File: config.mk
export PLATFORM = sky130hd
export DESIGN_NAME = alu3_pipe
export DESIGN_NICKNAME = d
export VERILOG_FILES = /design/src/rtl/alu3_pipe.sv
export SDC_FILE = /design/constraint.sdc
export NUM_CORES = 1
export LEC_CHECK = 0
export CAP_MARGIN = 0
export CORE_ASPECT_RATIO = 0.75
export CORE_MARGIN = 4
export CORE_UTILIZATION = 60
export CTS_BUF_LIST = sky130_fd_sc_hd__clkbuf_16
export DETAILED_ROUTE_END_ITERATION = 10
export PLACE_DENSITY = 0.91
export SLEW_MARGIN = 20
export SYNTH_ARGS = -nofsm -noshare
export SYNTH_HDL_FRONTEND = slang
export SYNTH_SLANG_ARGS = --single-unit
File: constraint.sdc
create_clock -name clk -period 6.69 [get_ports clk]
set_input_delay 1.338 -clock clk [delete_from_list [all_inputs] [get_ports clk]]
set_output_delay 1.338 -clock clk [all_outputs]
set_load 0.02 [all_outputs]
File: src/rtl/alu3_pipe.sv
// Pipelined three-operand unsigned adder/subtractor with accumulate mode.
// Results carry a valid tag through PIPE_STAGES registers; i_hold freezes everything.
module alu3_pipe #(
  parameter int WIDTH       = 14,
  parameter int PIPE_STAGES = 2,
  parameter bit SATURATE    = 1'b1
) (
  input  logic             clk,
  input  logic             rst,
  input  logic             i_valid,
  input  logic [1:0]       i_mode,
  input  logic [WIDTH-1:0] i_a,
  input  logic [WIDTH-1:0] i_b,
  input  logic [WIDTH-1:0] i_c,
  input  logic             i_clr,
  input  logic             i_hold,
  output logic [WIDTH-1:0] o_1,
  output logic             o_valid,
  output logic             o_ovf
);

  // Handshake: a beat is taken on any rising edge with i_valid=1, i_hold=0, rst=0;
  // it leaves with o_valid=1 after PIPE_STAGES-1 further non-held edges. No backpressure.

  // Three guard bits keep acc+a+b+c and a-b-c exact in two's complement.
  localparam int XW = WIDTH + 3;

  logic [WIDTH-1:0]       r_acc;
  logic [WIDTH-1:0]       r_data [PIPE_STAGES];
  logic [PIPE_STAGES-1:0] r_valid;
  logic [PIPE_STAGES-1:0] r_ovf;

  logic [XW-1:0]    w_a;
  logic [XW-1:0]    w_b;
  logic [XW-1:0]    w_c;
  logic [XW-1:0]    w_base;
  logic [XW-1:0]    w_sum;
  logic             w_under;
  logic             w_over;
  logic             w_ovf;
  logic [WIDTH-1:0] w_res;

  always_comb begin
    w_a    = {3'b000, i_a};
    w_b    = {3'b000, i_b};
    w_c    = {3'b000, i_c};
    w_base = i_clr ? '0 : {3'b000, r_acc};
    case (i_mode)
      2'b00:   w_sum = w_a + w_b + w_c;
      2'b01:   w_sum = w_a + w_b - w_c;
      2'b10:   w_sum = w_a - w_b - w_c;
      default: w_sum = w_base + w_a + w_b + w_c;
    endcase
    w_under = w_sum[XW-1];
    w_over  = !w_sum[XW-1] && (w_sum[XW-2:WIDTH] != 2'b00);
    w_ovf   = w_under || w_over;
    if (SATURATE && w_under) begin
      w_res = '0;
    end else if (SATURATE && w_over) begin
      w_res = '1;
    end else begin
      w_res = w_sum[WIDTH-1:0];
    end
  end

  always_ff @(posedge clk) begin
    if (rst) begin
      r_acc   <= '0;
      r_valid <= '0;
      r_ovf   <= '0;
      for (int s = 0; s < PIPE_STAGES; s++) begin
        r_data[s] <= '0;
      end
    end else if (!i_hold) begin
      r_valid[0] <= i_valid;
      // Bubbles keep the previous data fields so o_1 holds its last result.
      if (i_valid) begin
        r_data[0] <= w_res;
        r_ovf[0]  <= w_ovf;
      end
      if (i_valid && i_mode == 2'b11) begin
        r_acc <= w_res;
      end else if (i_clr) begin
        r_acc <= '0;
      end
      for (int s = 1; s < PIPE_STAGES; s++) begin
        r_valid[s] <= r_valid[s-1];
        r_data[s]  <= r_data[s-1];
        r_ovf[s]   <= r_ovf[s-1];
      end
    end
  end

  assign o_1     = r_data[PIPE_STAGES-1];
  assign o_valid = r_valid[PIPE_STAGES-1];
  assign o_ovf   = r_ovf[PIPE_STAGES-1];

endmodule

==> results of run 1 <==
[area by class of cell]
| type | instances | share of cell area |
|---|---|---|
| multi-input combinational | 609 | 0.665 |
| timing repair buffer | 68 | 0.0918 |
| inverter | 64 | 0.0329 |
| clock inverter | 3 | 0.00565 |
| sequential | 46 | 0.164 |
| clock buffer | 5 | 0.0171 |
| tap | 136 | 0.0233 |
[Yosys cell counts (all sizes together), types with 2 or more instances]
master	count	share of area
mux2	3	0.0052
o21a	12	0.014
o21bai	8	0.0092
a2111o	2	0.0035
a21o	14	0.016
o21ai	37	0.030
o221ai	3	0.0040
o22ai	4	0.0038
xor2	13	0.017
a2111oi	2	0.0037
a221o	15	0.023
fa	33	0.10
o41ai	2	0.0038
a21boi	3	0.0035
o211ai	6	0.0069
mux2i	5	0.0077
ha	85	0.16
nor2	53	0.031
a211o	3	0.0040
or3	5	0.0056
or2	3	0.0029
inv	63	0.036
a21oi	75	0.058
buf	19	0.021
o31ai	9	0.010
and3	3	0.0029
nor2b	28	0.027
edfxtp	28	0.13
nand2b	12	0.012
o311ai	4	0.0054
nand3	13	0.010
dfxtp	18	0.055
nor4	2	0.0019
o2111ai	3	0.0040
a31oi	6	0.0058
a211oi	5	0.0058
and2	18	0.018
a41oi	2	0.0027
nor3	16	0.012
clkbuf	23	0.013
o31a	2	0.0027
xnor2	46	0.062
a221oi	4	0.0054
nand2	38	0.022
[per-stage QoR]
step	hold WS (ns)	util	instance area, um2	instances
finish	0.467	0.699	7300	931
global route	0.492	0.699	7300	931
CTS	0.472	0.698	7300	931
detailed placement	0.463	0.682	7130	923
global placement	0.448	0.682	7130	923
floorplan	0.436	-	6510	761
[flip-flops by register name, summed over array words and instances (netlist names)]
name,count
r_ovf,2
r_data,28
r_valid,2
r_acc,14
[worst min-delay path, delay by kind of cell (launching register included)]
family / cells / cell delay (ns)
compound gates: 1 / 0.06
flops: 1 / 0.31
simple gates: 1 / 0.05
[worst paths after layout]
check | startpoint | end | slack [ns] | cells past startpoint
worst max-delay path | i_b[1] | r_data[0][4] | 0.51 | 20
worst min-delay path | r_ovf[0] | r_ovf[0] | 0.47 | 2
worst min register to register | r_ovf[0] | r_ovf[0] | 0.47 | 2
worst max register to register | r_acc[1] | r_acc[5] | 2.84 | 13
[timing repair]
item | 4_1_cts | 5_1_grt
endpoints found under the setup margin | 0 | 14
hold buffers | 0 | 0
gates resized for setup | 0 | 2
setup buffers | 0 | 0
[kinds of logic after synthesis]
family                   after synthesis  synth area share
multiplexers                           9            0.0163
AO/OA/AOI/OAI                        229             0.236
XOR/XNOR                              59            0.0794
adder cells (fa/ha/maj)              118             0.265
buffers and inverters                106            0.0711
AND/OR/NAND/NOR                      194             0.148
flip-flops                            46             0.185
[per-layer routing]
layer,GRT usage,up-vias,routed length (um)
met5,0,-,0
met1,0.419,2760,7810
met3,0.0465,39,1810
met4,0.0620,0,417
li1,-,2753,-
met2,0.429,313,7630
[where the power goes]
group          switching, mW  total, mW  internal (mW)
registers            0.00831      0.339          0.330
logic                  0.630       1.07          0.439
clock network          0.119      0.294          0.175
total                  0.757       1.70          0.945
==> flow_summary.json, run 1 <==
{
  "post-route-drc-count": 0,
  "synth_nets": 928,
  "grt_overflow": 0,
  "cp-start-kind": "input pin",
  "final_cell_mix": "ha_1 (85), a21oi_1 (74), inv_1 (64), clkdlybuf4s50_1 (64), nor2_1 (53)",
  "synth-seq-area-share": 0.185,
  "nets": 961,
  "layout_commonest_cell": "ha_1",
  "grt_use_total": 0.282,
  "grt_pass1_vias": 5636,
  "postSynthAreaPerCell_um2": 8.55,
  "ys_ff_latch": 46,
  "synth_edf_count": 28,
  "status": "finished clean",
  "pre_cts_ws_ns": 0.0884,
  "end_kind": "flop",
  "crit_fanout": 14,
  "grt_max_degree": 39,
  "grt_pass1_wl_um": 28600,
  "ir_drop_uv": 144,
  "max_freq_mhz": 162,
  "synthCells": 761,
  "worst_pin_slew_ns": 1.01,
  "ant_nets": 0,
  "cts_made_buffers": 5,
  "fillers": 818,
  "multiInputGateArea_um2": 4860,
  "h-tree-depth": 2,
  "clock_path_buffers": 2,
  "via_per_inst": 6.30,
  "slowest_delay_ns": 0.59,
  "start_util": 0.623,
  "register_area_um2": 1200,
  "fin_total_pwr_mw": 1.70,
  "setup_viol": 0,
  "clockRootBuffer": "clkbuf_16",
  "finalHoldViolCount": 0,
  "core_um2": 10500,
  "die_h_um": 98.2,
  "drtPass1Iterations": 5,
  "drv_cap": 0,
  "io-pin-count": 65,
  "syn_to_final_growth_pct": 12.2,
  "power.static_leakage_nw": 3.15,
  "finalWeightedCongestion": 0.969,
  "cts_sinks": 46,
  "cp_slowest_cell": "clkdlybuf4s50_1",
  "antenna_cells": 0,
  "hp-class": "reg -> reg",
  "crit_chain": "clkdlybuf4s50_1, inv_1, ha_1, o21bai_1, a21oi_1, nor2_1, o21ai_0, a2111oi_1, nor3_1, xnor2_1, ha_1, nor4_1, a221oi_1, o31ai_1, a21oi_1, o22a_1, a2111oi_2, o41ai_2, o21ai_4, a31oi_1",
  "die_area_um2": 12600,
  "fp.dieW_um": 128,
  "wl_per_cell_um": 19.0,
  "antenna_found_initial": 0,
  "synth-main-ff-cell": "edfxtp_1",
  "cts.clk_slew.worst_paths_ns": 0.06,
  "fin_crit_sh": 0.924,
  "synth.distinct_cells": 69,
  "synth-async-reset-ratio": 0,
  "path_delay_family": "compound AO/OA/AOI/OAI gates",
  "crit_required_ns": 6.71,
  "drt-initial-drc-count": 476,
  "hpwl_um": 14400,
  "vias": 5865,
  "synth_area_um2": 6510,
  "port_buffers": 64,
  "slew_headroom": 0.325,
  "critPathKind": "in -> reg",
  "arrival_ns": 6.20,
  "worstSkewPairLatency_ns": 0.30,
  "ys_warn_count": 0,
  "rows": 32,
  "grt_setup_unrepaired": "no",
  "cts_tree": "yes",
  "fin_setup_tns_ns": 0,
  "slew_violations": 0,
  "powerDensity_nw_per_um2": 233,
  "path_buf_inv": 2,
  "finalWorstSetupSlack_ns": 0.510,
  "period_minus_slack_ns": 6.18,
  "layout-drive-gt1-share": 0.0302,
  "wirelength_um": 17700,
  "skew_ns": 0.0135
}
Note: power is estimated with default switching activity, not from simulation.
==> run 2, diff against run 1 <==
--- a/config.mk
+++ b/config.mk
@@ -11,7 +11,7 @@
 export CORE_UTILIZATION = 60
 export CTS_BUF_LIST = sky130_fd_sc_hd__clkbuf_16
 export DETAILED_ROUTE_END_ITERATION = 10
-export PLACE_DENSITY = 0.91
+export PLACE_DENSITY = 0.81
 export SLEW_MARGIN = 20
 export SYNTH_ARGS = -nofsm -noshare
 export SYNTH_HDL_FRONTEND = slang
==> run 2 against run 1 <==
Final cell count is 0.11% higher. Worst setup slack better by 0.096 ns. Count of clock-buffer cells in the layout stayed put. Core utilization is 0.13 points lower. Clock power is 7.1% lower. Register-to-register slack worse by 0.13 ns. Fmax is 1.6% higher. Combinational power hardly changed. Largest cell class unchanged. Largest power group unchanged.
==> flow_summary.json, run 2 (synthesis gave the netlist of run 1 again) <==
{
  "status": "finished clean",
  "utilization": 0.698,
  "grt_setup_unrepaired": "no",
  "h-tree-depth": 2,
  "finalWeightedCongestion": 0.938,
  "slew_violations": 0,
  "ir_drop_uv": 140,
  "fin_area_um2": 7290,
  "critPathKind": "in -> reg",
  "wirelength_um": 17800,
  "die_h_um": 98.2,
  "clock_path_buffers": 2,
  "max_freq_mhz": 164,
  "grt_pass1_wl_um": 28900,
  "largest_reg_flops": 28,
  "grt_overflow": 0,
  "largestRegisters": "r_data x28, r_acc x14",
  "io-pin-count": 65,
  "cts_tree": "yes",
  "pre_cts_ws_ns": 0.364,
  "grt_max_degree": 40,
  "hpwl_um": 14900,
  "top_register": "r_data",
  "dpl.cell_count": 924,
  "drtPass1Iterations": 5,
  "grt_use_total": 0.287,
  "ant_nets": 0,
  "arrival_ns": 6.11,
  "fin_crit_sh": 0.909,
  "worstSkewPairLatency_ns": 0.30,
  "cp-start-kind": "input pin",
  "fp.dieW_um": 128,
  "final_cell_mix": "ha_1 (85), a21oi_1 (74), clkdlybuf4s50_1 (64)",
  "grt_pass1_vias": 5682,
  "die_area_um2": 12600,
  "wl_per_cell_um": 19.1,
  "start_util": 0.623,
  "post_cts_buffers": 0,
  "crit_required_ns": 6.72,
  "drt-initial-drc-count": 360,
  "register_area_um2": 1200,
  "finalHoldViolCount": 0,
  "port_buffers": 64,
  "rows": 32,
  "cts_resized": 0,
  "crit_fanout": 14,
  "skew_ns": 0.0108,
  "post-route-drc-count": 0,
  "cts_sinks": 46,
  "post_dp_cell_area_um2": 7140,
  "multiInputGateArea_um2": 4850,
  "instances_no_fill": 932,
  "worst_pin_slew_ns": 0.981,
  "fillers": 838,
  "drv_cap": 0,
  "vias": 5648,
  "fin_total_pwr_mw": 1.69,
  "setup_viol": 0,
  "core_um2": 10500,
  "fin_setup_tns_ns": 0,
  "cts_made_buffers": 5,
  "hp-class": "reg -> reg",
  "postCtsHoldBufs": 0,
  "antenna_found_initial": 0,
  "clockRootBuffer": "clkbuf_16",
  "antenna_cells": 0,
  "cts.clk_slew.worst_paths_ns": 0.07,
  "slew_headroom": 0.344,
  "layout_commonest_cell": "ha_1",
  "power.static_leakage_nw": 3.15,
  "powerDensity_nw_per_um2": 231,
  "layout-drive-gt1-share": 0.0327,
  "worst_hold_slack_ns": 0.464,
  "nets": 962,
  "end_kind": "flop",
  "via_per_inst": 6.06,
  "finalWorstSetupSlack_ns": 0.606,
  "period_minus_slack_ns": 6.08,
  "syn_to_final_growth_pct": 12.0
}
==> run 2: area by class of cell <==
class / instances / share of cell area
clock buffer: 5 / 0.0172
clock inverter: 3 / 0.00395
inverter: 64 / 0.0330
multi-input combinational: 609 / 0.665
sequential: 46 / 0.165
tap: 136 / 0.0233
timing repair buffer: 69 / 0.0930
==> run 2: power by group <==
part | internal, mW | switching, mW
clock | 0.144 | 0.129
sequential | 0.330 | 0.00784
combinational | 0.441 | 0.634
==> run 2: critical path, stage by stage <==
cell,delay [ns]
clkdlybuf4s50_1,0.57
inv_1,0.11
ha_1,0.30
o21bai_1,0.13
a21oi_1,0.11
nor2_1,0.14
o21ai_0,0.13
a2111oi_0,0.63
nor3_1,0.14
xnor2_1,0.23
ha_1,0.35
nor4_1,0.40
a221oi_1,0.13
o31ai_1,0.08
a21oi_1,0.13
o22a_1,0.23
a2111oi_2,0.37
o41ai_2,0.13
o21ai_2,0.17
buf_4,0.20
a31oi_1,0.10
==> run 2: final timing paths <==
kind / start / to / slack (ns) / depth (start not counted)
hold reg to reg: r_ovf[0] / r_ovf[0] / 0.46 / 2
setup reg to reg: r_acc[1] / r_acc[1] / 2.71 / 13
setup / recovery: i_b[1] / r_data[0][4] / 0.61 / 21
hold / removal: r_ovf[0] / r_ovf[0] / 0.46 / 2
==> run 2: routing by layer <==
metal | GRT usage | vias to the layer above | routed length, um
met5 | 0 | - | 0
met4 | 0.0440 | 0 | 178
met3 | 0.0760 | 17 | 1530
met2 | 0.444 | 218 | 7740
met1 | 0.412 | 2640 | 8350
li1 | - | 2773 | -
